File: src/rtl/dma_bus_arbiter_pkg.sv
// Shared definitions for the DMA bus arbiter: default bus width and FSM state encoding.
package dma_bus_arbiter_pkg;

   localparam int WORD_SIZE_DEFAULT = 16;

   typedef enum logic [1:0] {
      ST_IDLE    = 2'd0,
      ST_DRAIN   = 2'd1,
      ST_GRANT   = 2'd2,
      ST_RELEASE = 2'd3
   } arb_state_t;

endpackage

File: src/rtl/dma_bus_arbiter_if.sv
// Bundle of CPU / DMA / memory handshake signals around the bus arbiter.
interface dma_bus_arbiter_if
   import dma_bus_arbiter_pkg::*;
#(
   parameter int WORD_SIZE = WORD_SIZE_DEFAULT
);

   logic                 BR_from_dma;
   logic                 BG_to_dma;
   logic                 cpu_mem_req;
   logic                 Mem_access_done;
   logic                 cpu_stall;
   logic [WORD_SIZE-1:0] cpu_address;
   logic [WORD_SIZE-1:0] dma_address;
   logic [WORD_SIZE-1:0] address_to_mem;
   logic                 dma_end_interrupt;
   logic                 interrupt_to_cpu;
   logic                 interrupt_ack;
   logic                 grant_timeout;

   modport slave (
      input  BR_from_dma, cpu_mem_req, Mem_access_done, cpu_address, dma_address,
             dma_end_interrupt, interrupt_ack,
      output BG_to_dma, cpu_stall, address_to_mem, interrupt_to_cpu, grant_timeout
   );

   modport master (
      output BR_from_dma, cpu_mem_req, Mem_access_done, cpu_address, dma_address,
             dma_end_interrupt, interrupt_ack,
      input  BG_to_dma, cpu_stall, address_to_mem, interrupt_to_cpu, grant_timeout
   );

endinterface

File: src/rtl/dma_bus_arbiter_irq_latch.sv
// DMA-done interrupt latch: rising-edge detect on the end pulse, cleared by CPU ack.
module dma_bus_arbiter_irq_latch
   import dma_bus_arbiter_pkg::*;
(
   input  logic clk,
   input  logic reset_n,
   input  logic dma_end_interrupt,
   input  logic interrupt_ack,
   output logic interrupt_to_cpu
);

   logic end_prev_q;
   logic irq_q;
   logic end_rise;

   assign end_rise = dma_end_interrupt & ~end_prev_q;

   // a new edge in the ack cycle must not be lost, so set outranks clear
   always_ff @(posedge clk or negedge reset_n) begin
      if (!reset_n) begin
         end_prev_q <= 1'b0;
         irq_q      <= 1'b0;
      end else begin
         end_prev_q <= dma_end_interrupt;
         if (end_rise)
            irq_q <= 1'b1;
         else if (interrupt_ack)
            irq_q <= 1'b0;
      end
   end

   assign interrupt_to_cpu = irq_q;

endmodule

File: src/rtl/dma_bus_arbiter.sv
// Hands the memory bus to the DMA engine once any CPU access drains, reclaims it on
// request drop or watchdog expiry, and muxes the memory address to the current owner.
//
// state   | meaning
// IDLE    | CPU owns the bus, watching for a DMA request
// DRAIN   | request pending, waiting for the in-flight CPU access to complete
// GRANT   | DMA owns the bus, watchdog running
// RELEASE | one-cycle turnaround back to the CPU
module dma_bus_arbiter
   import dma_bus_arbiter_pkg::*;
#(
   parameter int WORD_SIZE        = WORD_SIZE_DEFAULT,
   parameter int MAX_GRANT_CYCLES = 64
) (
   input logic              clk,
   input logic              reset_n,
   dma_bus_arbiter_if.slave bus
);

   localparam int              WD_W    = $clog2(MAX_GRANT_CYCLES + 1);
   localparam logic [WD_W-1:0] WD_LAST = WD_W'(MAX_GRANT_CYCLES - 1);

   arb_state_t           state_q;
   arb_state_t           state_d;
   logic                 bg_q;
   logic                 timeout_q;
   logic                 blocked_q;
   logic                 blocked_d;
   logic                 wd_expire;
   logic [WD_W-1:0]      wd_cnt_q;
   logic [WORD_SIZE-1:0] addr_mux;
   logic                 irq;

   always_comb begin
      state_d   = state_q;
      wd_expire = 1'b0;
      case (state_q)
         ST_IDLE: begin
            if (bus.BR_from_dma && !blocked_q)
               state_d = bus.cpu_mem_req ? ST_DRAIN : ST_GRANT;
         end
         ST_DRAIN: begin
            if (bus.Mem_access_done)
               state_d = ST_GRANT;
            else if (!bus.BR_from_dma)
               state_d = ST_IDLE;
         end
         ST_GRANT: begin
            if (!bus.BR_from_dma) begin
               state_d = ST_RELEASE;
            end else if (wd_cnt_q == WD_LAST) begin
               // count is checked before it advances, so this is the last granted cycle
               state_d   = ST_RELEASE;
               wd_expire = 1'b1;
            end
         end
         ST_RELEASE: state_d = ST_IDLE;
         default:    state_d = ST_IDLE;
      endcase

      blocked_d = blocked_q;
      if (wd_expire)
         blocked_d = 1'b1;
      else if (!bus.BR_from_dma)
         blocked_d = 1'b0;
   end

   always_ff @(posedge clk or negedge reset_n) begin
      if (!reset_n) begin
         state_q   <= ST_IDLE;
         bg_q      <= 1'b0;
         timeout_q <= 1'b0;
         blocked_q <= 1'b0;
         wd_cnt_q  <= '0;
      end else begin
         state_q   <= state_d;
         bg_q      <= (state_d == ST_GRANT);
         timeout_q <= wd_expire;
         blocked_q <= blocked_d;
         if (state_d == ST_GRANT && state_q != ST_GRANT)
            wd_cnt_q <= '0;
         else if (state_q == ST_GRANT)
            wd_cnt_q <= wd_cnt_q + WD_W'(1);
      end
   end

   dma_bus_arbiter_irq_latch u_irq_latch (
      .clk               (clk),
      .reset_n           (reset_n),
      .dma_end_interrupt (bus.dma_end_interrupt),
      .interrupt_ack     (bus.interrupt_ack),
      .interrupt_to_cpu  (irq)
   );

   assign addr_mux             = bg_q ? bus.dma_address : bus.cpu_address;
   assign bus.address_to_mem   = addr_mux;
   assign bus.BG_to_dma        = bg_q;
   assign bus.cpu_stall        = bus.BR_from_dma | (state_q != ST_IDLE);
   assign bus.grant_timeout    = timeout_q;
   assign bus.interrupt_to_cpu = irq;

endmodule

File: src/flat_wrapper.sv
// flat-port wrapper written by rule: the top's interface ports become plain ports
module dma_bus_arbiter_flat import dma_bus_arbiter_pkg::*;
#(
   parameter int WORD_SIZE        = WORD_SIZE_DEFAULT,
   parameter int MAX_GRANT_CYCLES = 64
)
  (clk, reset_n, bus_BR_from_dma, bus_cpu_mem_req, bus_Mem_access_done, bus_cpu_address, bus_dma_address, bus_dma_end_interrupt, bus_interrupt_ack, bus_BG_to_dma, bus_cpu_stall, bus_address_to_mem, bus_interrupt_to_cpu, bus_grant_timeout);
  dma_bus_arbiter_if #(.WORD_SIZE(WORD_SIZE)) bus_i ();
  input logic clk;
  input logic reset_n;
  input wire logic [$bits(bus_i.BR_from_dma)-1:0] bus_BR_from_dma;
  input wire logic [$bits(bus_i.cpu_mem_req)-1:0] bus_cpu_mem_req;
  input wire logic [$bits(bus_i.Mem_access_done)-1:0] bus_Mem_access_done;
  input wire logic [$bits(bus_i.cpu_address)-1:0] bus_cpu_address;
  input wire logic [$bits(bus_i.dma_address)-1:0] bus_dma_address;
  input wire logic [$bits(bus_i.dma_end_interrupt)-1:0] bus_dma_end_interrupt;
  input wire logic [$bits(bus_i.interrupt_ack)-1:0] bus_interrupt_ack;
  output wire logic [$bits(bus_i.BG_to_dma)-1:0] bus_BG_to_dma;
  output wire logic [$bits(bus_i.cpu_stall)-1:0] bus_cpu_stall;
  output wire logic [$bits(bus_i.address_to_mem)-1:0] bus_address_to_mem;
  output wire logic [$bits(bus_i.interrupt_to_cpu)-1:0] bus_interrupt_to_cpu;
  output wire logic [$bits(bus_i.grant_timeout)-1:0] bus_grant_timeout;
  assign bus_i.BR_from_dma = bus_BR_from_dma;
  assign bus_i.cpu_mem_req = bus_cpu_mem_req;
  assign bus_i.Mem_access_done = bus_Mem_access_done;
  assign bus_i.cpu_address = bus_cpu_address;
  assign bus_i.dma_address = bus_dma_address;
  assign bus_i.dma_end_interrupt = bus_dma_end_interrupt;
  assign bus_i.interrupt_ack = bus_interrupt_ack;
  assign bus_BG_to_dma = bus_i.BG_to_dma;
  assign bus_cpu_stall = bus_i.cpu_stall;
  assign bus_address_to_mem = bus_i.address_to_mem;
  assign bus_interrupt_to_cpu = bus_i.interrupt_to_cpu;
  assign bus_grant_timeout = bus_i.grant_timeout;
  dma_bus_arbiter #(.WORD_SIZE(WORD_SIZE), .MAX_GRANT_CYCLES(MAX_GRANT_CYCLES)) u_core (.clk(clk), .reset_n(reset_n), .bus(bus_i));
endmodule
File: config.mk
export PLATFORM = sky130hd
export DESIGN_NAME = dma_bus_arbiter_flat
export DESIGN_NICKNAME = d
export VERILOG_FILES = /design/src/rtl/dma_bus_arbiter_pkg.sv /design/src/rtl/dma_bus_arbiter_if.sv /design/src/rtl/dma_bus_arbiter_irq_latch.sv /design/src/rtl/dma_bus_arbiter.sv /design/src/flat_wrapper.sv
export SDC_FILE = /design/constraint.sdc
export NUM_CORES = 1
export LEC_CHECK = 0
export CAP_MARGIN = 20
export CORE_UTILIZATION = 35
export CTS_CLUSTER_DIAMETER = 60
export DETAILED_ROUTE_END_ITERATION = 12
export PLACE_DENSITY_LB_ADDON = 0.05
export SLEW_MARGIN = 20
export SYNTH_ARGS = -nofsm -noshare
export SYNTH_HDL_FRONTEND = slang
export SYNTH_HIERARCHICAL = 1
export SYNTH_SLANG_ARGS = --single-unit
File: constraint.sdc
create_clock -name clk -period 1.62 [get_ports clk]
set_input_delay 0.162 -clock clk [delete_from_list [all_inputs] [get_ports clk]]
set_output_delay 0.162 -clock clk [all_outputs]
set_load 0.1 [all_outputs]
; ---- Yosys cells after proc, flatten, opt, wreduce, memory -nomap -nowiden
; Index checks and enable logic that the tools add are counted.
[word_totals]
reg_bits = 14
in_bits = 39
out_inout_bits = 20
elab_cells = 42
[op_classes]
add_sub_neg = 1
eq_ne = 7
n_mux = 17
bitwise_logic = 3
n_reduce_logical = 7
[ops]
columns = op, n
row1 = $mux 16, 1
row2 = $mux 7, 2
row3 = $mux 2, 6
row4 = $pmux 2 s4, 1
row5 = $add 7x1->7 const B, 1
row6 = $eq 7x6->1 const B, 1
row7 = $mux 1, 7
row8 = $eq 2x2->1 const B, 3
row9 = $reduce_bool 2->1, 3
row10 = $eq 2x1->1 const B, 1
row11 = $logic_and 1x1->1, 2
row12 = $logic_not 2->1, 1
row13 = $ne 2x1->1 const B, 1
row14 = $ne 2x2->1 const B, 1
row15 = $and 1x1->1, 1
row16 = $logic_not 1->1, 1
row17 = $not 1->1, 1
row18 = $or 1x1->1, 1

; ---- Logic depth before layout (Yosys ltp)
[logic_depth]
depth_word = 7
mapped_depth = 4
mapped_depth_nobuf = 4

; ---- Cells and area by module
; The synthesis kept the hierarchy.
[modules_own_cells]
columns = mod, instances, cells_each, area_each_um2, seq_area_each_um2
row1 = dma_bus_arbiter, 1, 69, 794.5, 300.3
row2 = dma_bus_arbiter_irq_latch, 1, 5, 70.1, 50.0

; ---- Worst setup path before layout
; No wires, ideal clock.
[synth_timing]
path_type = register to output
startpoint = register u_core.bg_q (netlist: u_core/bus.BG_to_dma)
endpoint = output bus_address_to_mem[10]
arrival_time_ps = 2002
t_required_ps = 1458
path_slack_ps = -544
stages_incl_launch_ff = 4
path_buffers = 2
path_cell_list = dfrtp_1 -> buf_2 -> buf_2 -> mux2_2
[synth_between]
elab_chain_cells = 1
[synth_rtl]
columns = element, line
row1 = from (decl), dma_bus_arbiter.sv:25  ; logic bg_q;
row2 = from (signal assigned), dma_bus_arbiter.sv:77  ; bg_q <= (state_d == ST_GRANT);
row3 = $mux 16, dma_bus_arbiter.sv:95  ; assign addr_mux = bg_q ? bus.dma_address : bus.cpu_address;
row4 = to (decl), flat_wrapper.sv:20  ; output wire logic [$bits(bus_i.address_to_mem)-1:0] bus_address_to_mem;
; Every way passes these cells.

; ---- Worst setup path in the final report
[layout_timing]
startpoint = register u_core.bg_q (netlist: u_core/bus.BG_to_dma)
endpoint = output bus_address_to_mem[2]
; Same word-level chain as after synthesis.

==> impl_metrics.py <==
metrics = {
    "power": {
        "power_density_mw_per_mm2": 1756,
        "leakage_uw": 0.0007931,
        "p_total_uw": 3104,
        "peakVddDrop_v": 0.001195,
    },
    "worst_setup_path": {
        "critPathRequiredTime_ps": 1460,
        "critPathKind": "flop to output port",
        "crit_path_start": "u_core/bus.BG_to_dma$_DFF_PN0_",
        "cp_slowest_stage_delay_ps": 620,
        "crit_path_start_kind": "flop",
        "timing.rr.start": "u_core/wd_cnt_q[0]$_DFFE_PN0P_",
        "crit_fanout": 17,
        "worst-path-stages": 2,
        "crit_arrival_ps": 1470,
        "crit_family": "flip-flops",
        "r2r_slack_ps": 210,
        "path_cells": "mux2_2 > buf_12",
        "path_buf_inv": 1,
        "end_kind": "output port",
        "slowest_stage": "dfrtp_4",
        "reg2reg_depth": 4,
    },
    "floorplan": {
        "core_mm2": 0.002276,
        "rows": 17,
        "start_util_pct": 37.99,
        "io-pin-count": 59,
        "die_area_mm2": 0.002673,
        "die_x_um": 51.70,
        "die_y_um": 51.70,
    },
    "yosys": {
        "synth_area_um2": 864.6,
        "ys_warn_count": 6,
        "netlist_instances": 74,
        "synth_area_per_cell_um2": 11.68,
        "synth_fp_nets": 114,
        "yosysSeqAreaShare_pct": 40.52,
        "synth-seq-cells": 14,
        "synth_cell_types": 33,
    },
    "place": {
        "dp.cells": 160,
        "place.gp.congestion": 0.7163,
        "dpl_worst_slack_ps": 107.9,
        "io_buffers": 58,
        "dpl.hpwl_mm": 2.114,
    },
    "detailed_routing": {
        "first_iter_violations": 15,
        "routed_wirelength_mm": 2.646,
        "routedWlPerCell_um": 16.13,
        "vias": 841,
        "drc": 0,
        "vias_per_cell": 5.128,
        "first_pass_iters": 4,
        "ant_nets": 0,
    },
    "sta": {
        "drv_slew": 0,
        "hold_viol": 0,
        "finalCritPeriodShare_pct": 100.9,
        "tightestPinTransition_ps": 324.6,
        "tns_ps": -52.87,
        "rsz0062_at_grt": "yes",
        "setup_viol": 5,
        "skew_ps": 1.563,
        "fin_ws_ps": -15.17,
        "fmax_ghz": 0.6116,
        "slew_headroom_pct": 78.20,
        "finalCriticalPeriod_ps": 1635,
    },
    "cts": {
        "clock_sinks": 14,
        "clk_pin_slew_ps": 80,
        "cts_tree": "yes",
        "worstSkewPairLatency_ps": 270,
        "clock-root-buffer": "clkbuf_4",
        "cts_buffers": 3,
        "hold_buffers": 0,
        "htreeDepth": 1,
        "ctsLongestPathBuffers": 2,
    },
    "status": {
        "outcome": "complete, but fails checks",
        "violations": "negative setup slack",
    },
    "finish": {
        "area_delta_synth_final_pct": 104.5,
        "drive_above_1_share_pct": 38.24,
        "stdcell_count": 164,
        "nets": 177,
        "diodes": 0,
        "fill_cells": 137,
    },
    "global_route": {
        "grt_pass1_wl_mm": 4.222,
        "antenna_found_initial": 0,
        "grt_usage_pct": 22.22,
        "overflow": 0,
        "grt_max_degree": 18,
        "grt_pass1_vias": 857,
    },
    "flow_run": {
        "max_cap_violations": 0,
    },
    "hold_path": {
        "hp-class": "input pin to async pin",
    },
}
[where the power goes]
part / switching [uW] / internal [uW]
combinational: 1290 / 929
sequential: 189 / 452
clock: 107 / 137
[metal layers]
metal  routed length (um)  track usage, %
met5                    0               0
met4                   21           9.459
met3                  237           6.140
met2                 1300           39.83
met1                 1087           24.31
[stage by stage]
| step | hold slack (ps) | instance area (um2) | utilization [%] |
|---|---|---|---|
| after CTS | 179.9 | 1763 | 77.46 |
| after detailed placement | 459.2 | 1727 | 75.87 |
| after floorplan | -133.6 | 910.9 | - |
| after global placement | 431.9 | 1727 | 75.87 |
| final | 182.2 | 1768 | 77.68 |
| after global routing | 223.5 | 1768 | 77.68 |
[cells by family (layout without fill, tap and decap cells)]
family	after synthesis	after routing	share of synthesized area, %
AND/OR/NAND/NOR	18	18	15.34
XOR/XNOR	1	1	1.013
flip-flops	14	14	40.52
AO/OA/AOI/OAI	17	17	16.06
adder cells (fa/ha/maj)	1	1	1.447
multiplexers	18	18	23.15
buffers and inverters	5	67	2.460
[timing repair]
action	CTS	global route
endpoints found under the setup margin	6	7
buffers inserted	0	0
cloned	0	0
hold endpoints to repair	0	0
gates resized for setup	0	2
[cell usage after synthesis]
| cell | instances | area (um2) |
|---|---|---|
| mux2_2 | 16 | 180.2 |
| dfrtp_1 | 14 | 350.3 |
| a21oi_1 | 6 | 30.03 |
| o21a_1 | 3 | 22.52 |
| a22o_1 | 2 | 17.52 |
| buf_2 | 2 | 10.01 |
| inv_1 | 2 | 7.510 |
| mux2i_1 | 2 | 20.02 |
| nand2b_1 | 2 | 12.51 |
| nor2_1 | 2 | 7.510 |
| a211o_1 | 1 | 8.760 |
| and2_1 | 1 | 6.260 |
| and2b_2 | 1 | 8.760 |
| and3_1 | 1 | 6.260 |
| ha_1 | 1 | 12.51 |
| inv_2 | 1 | 3.750 |
| nand2_1 | 1 | 3.750 |
| nand2b_2 | 1 | 8.760 |
| nand3_1 | 1 | 5.000 |
| nand3b_1 | 1 | 7.510 |
| nand4_1 | 1 | 6.260 |
| nor4_4 | 1 | 21.27 |
| o211a_1 | 1 | 10.01 |
| o21bai_1 | 1 | 7.510 |
| o22ai_2 | 1 | 12.51 |
| o311a_4 | 1 | 21.27 |
| o311ai_1 | 1 | 8.760 |
| or2b_1 | 1 | 7.510 |
| or3_1 | 1 | 6.260 |
| or3_2 | 1 | 7.510 |
| or3b_1 | 1 | 8.760 |
| or3b_2 | 1 | 8.760 |
| xnor2_1 | 1 | 8.760 |
[cell type report]
cell class / instances / area, um2 / area share (%)
timing repair buffer: 60 / 795.8 / 45.01
multi-input combinational: 55 / 534.3 / 30.22
sequential: 14 / 355.3 / 20.10
clock buffer: 4 / 36.28 / 2.052
tap: 28 / 35.03 / 1.982
inverter: 3 / 11.26 / 0.6369
[state kept, by name, indices dropped and copies added (netlist names)]
name                                 flops
u_core/wd_cnt_q                          7
u_core/state_q                           2
u_core/blocked_q                         1
u_core/bus.BG_to_dma                     1
u_core/bus.grant_timeout                 1
u_core/u_irq_latch/end_prev_q            1
u_core/u_irq_latch/interrupt_to_cpu      1
[path summary, 6_finish.rpt]
| kind | endpoint |
|---|---|
| hold reg to reg | u_core/u_irq_latch/interrupt_to_cpu$_DFFE_PN0P_ |
| setup reg to reg | u_core/state_q[0]$_DFF_PN0_ |
| max in group asynchronous | u_core/bus.BG_to_dma$_DFF_PN0_ |
| setup / recovery | bus_address_to_mem[2] |
| hold / removal | u_core/state_q[0]$_DFF_PN0_ |
| min in group clk | u_core/u_irq_latch/end_prev_q$_DFF_PN0_ |
[cells in the final DEF (no fill, tap or decap), types with 2 or more instances in the layout]
master / count
mux2_2: 5
nor2_1: 2
mux2_4: 11
o21a_1: 3
a22o_1: 2
clkdlybuf4s50_1: 38
dfrtp_1: 12
nand2b_1: 2
mux2i_1: 2
a21oi_1: 6
clkbuf_4: 3
buf_4: 2
inv_1: 2
buf_12: 20
(Power assumes the default switching activity.)
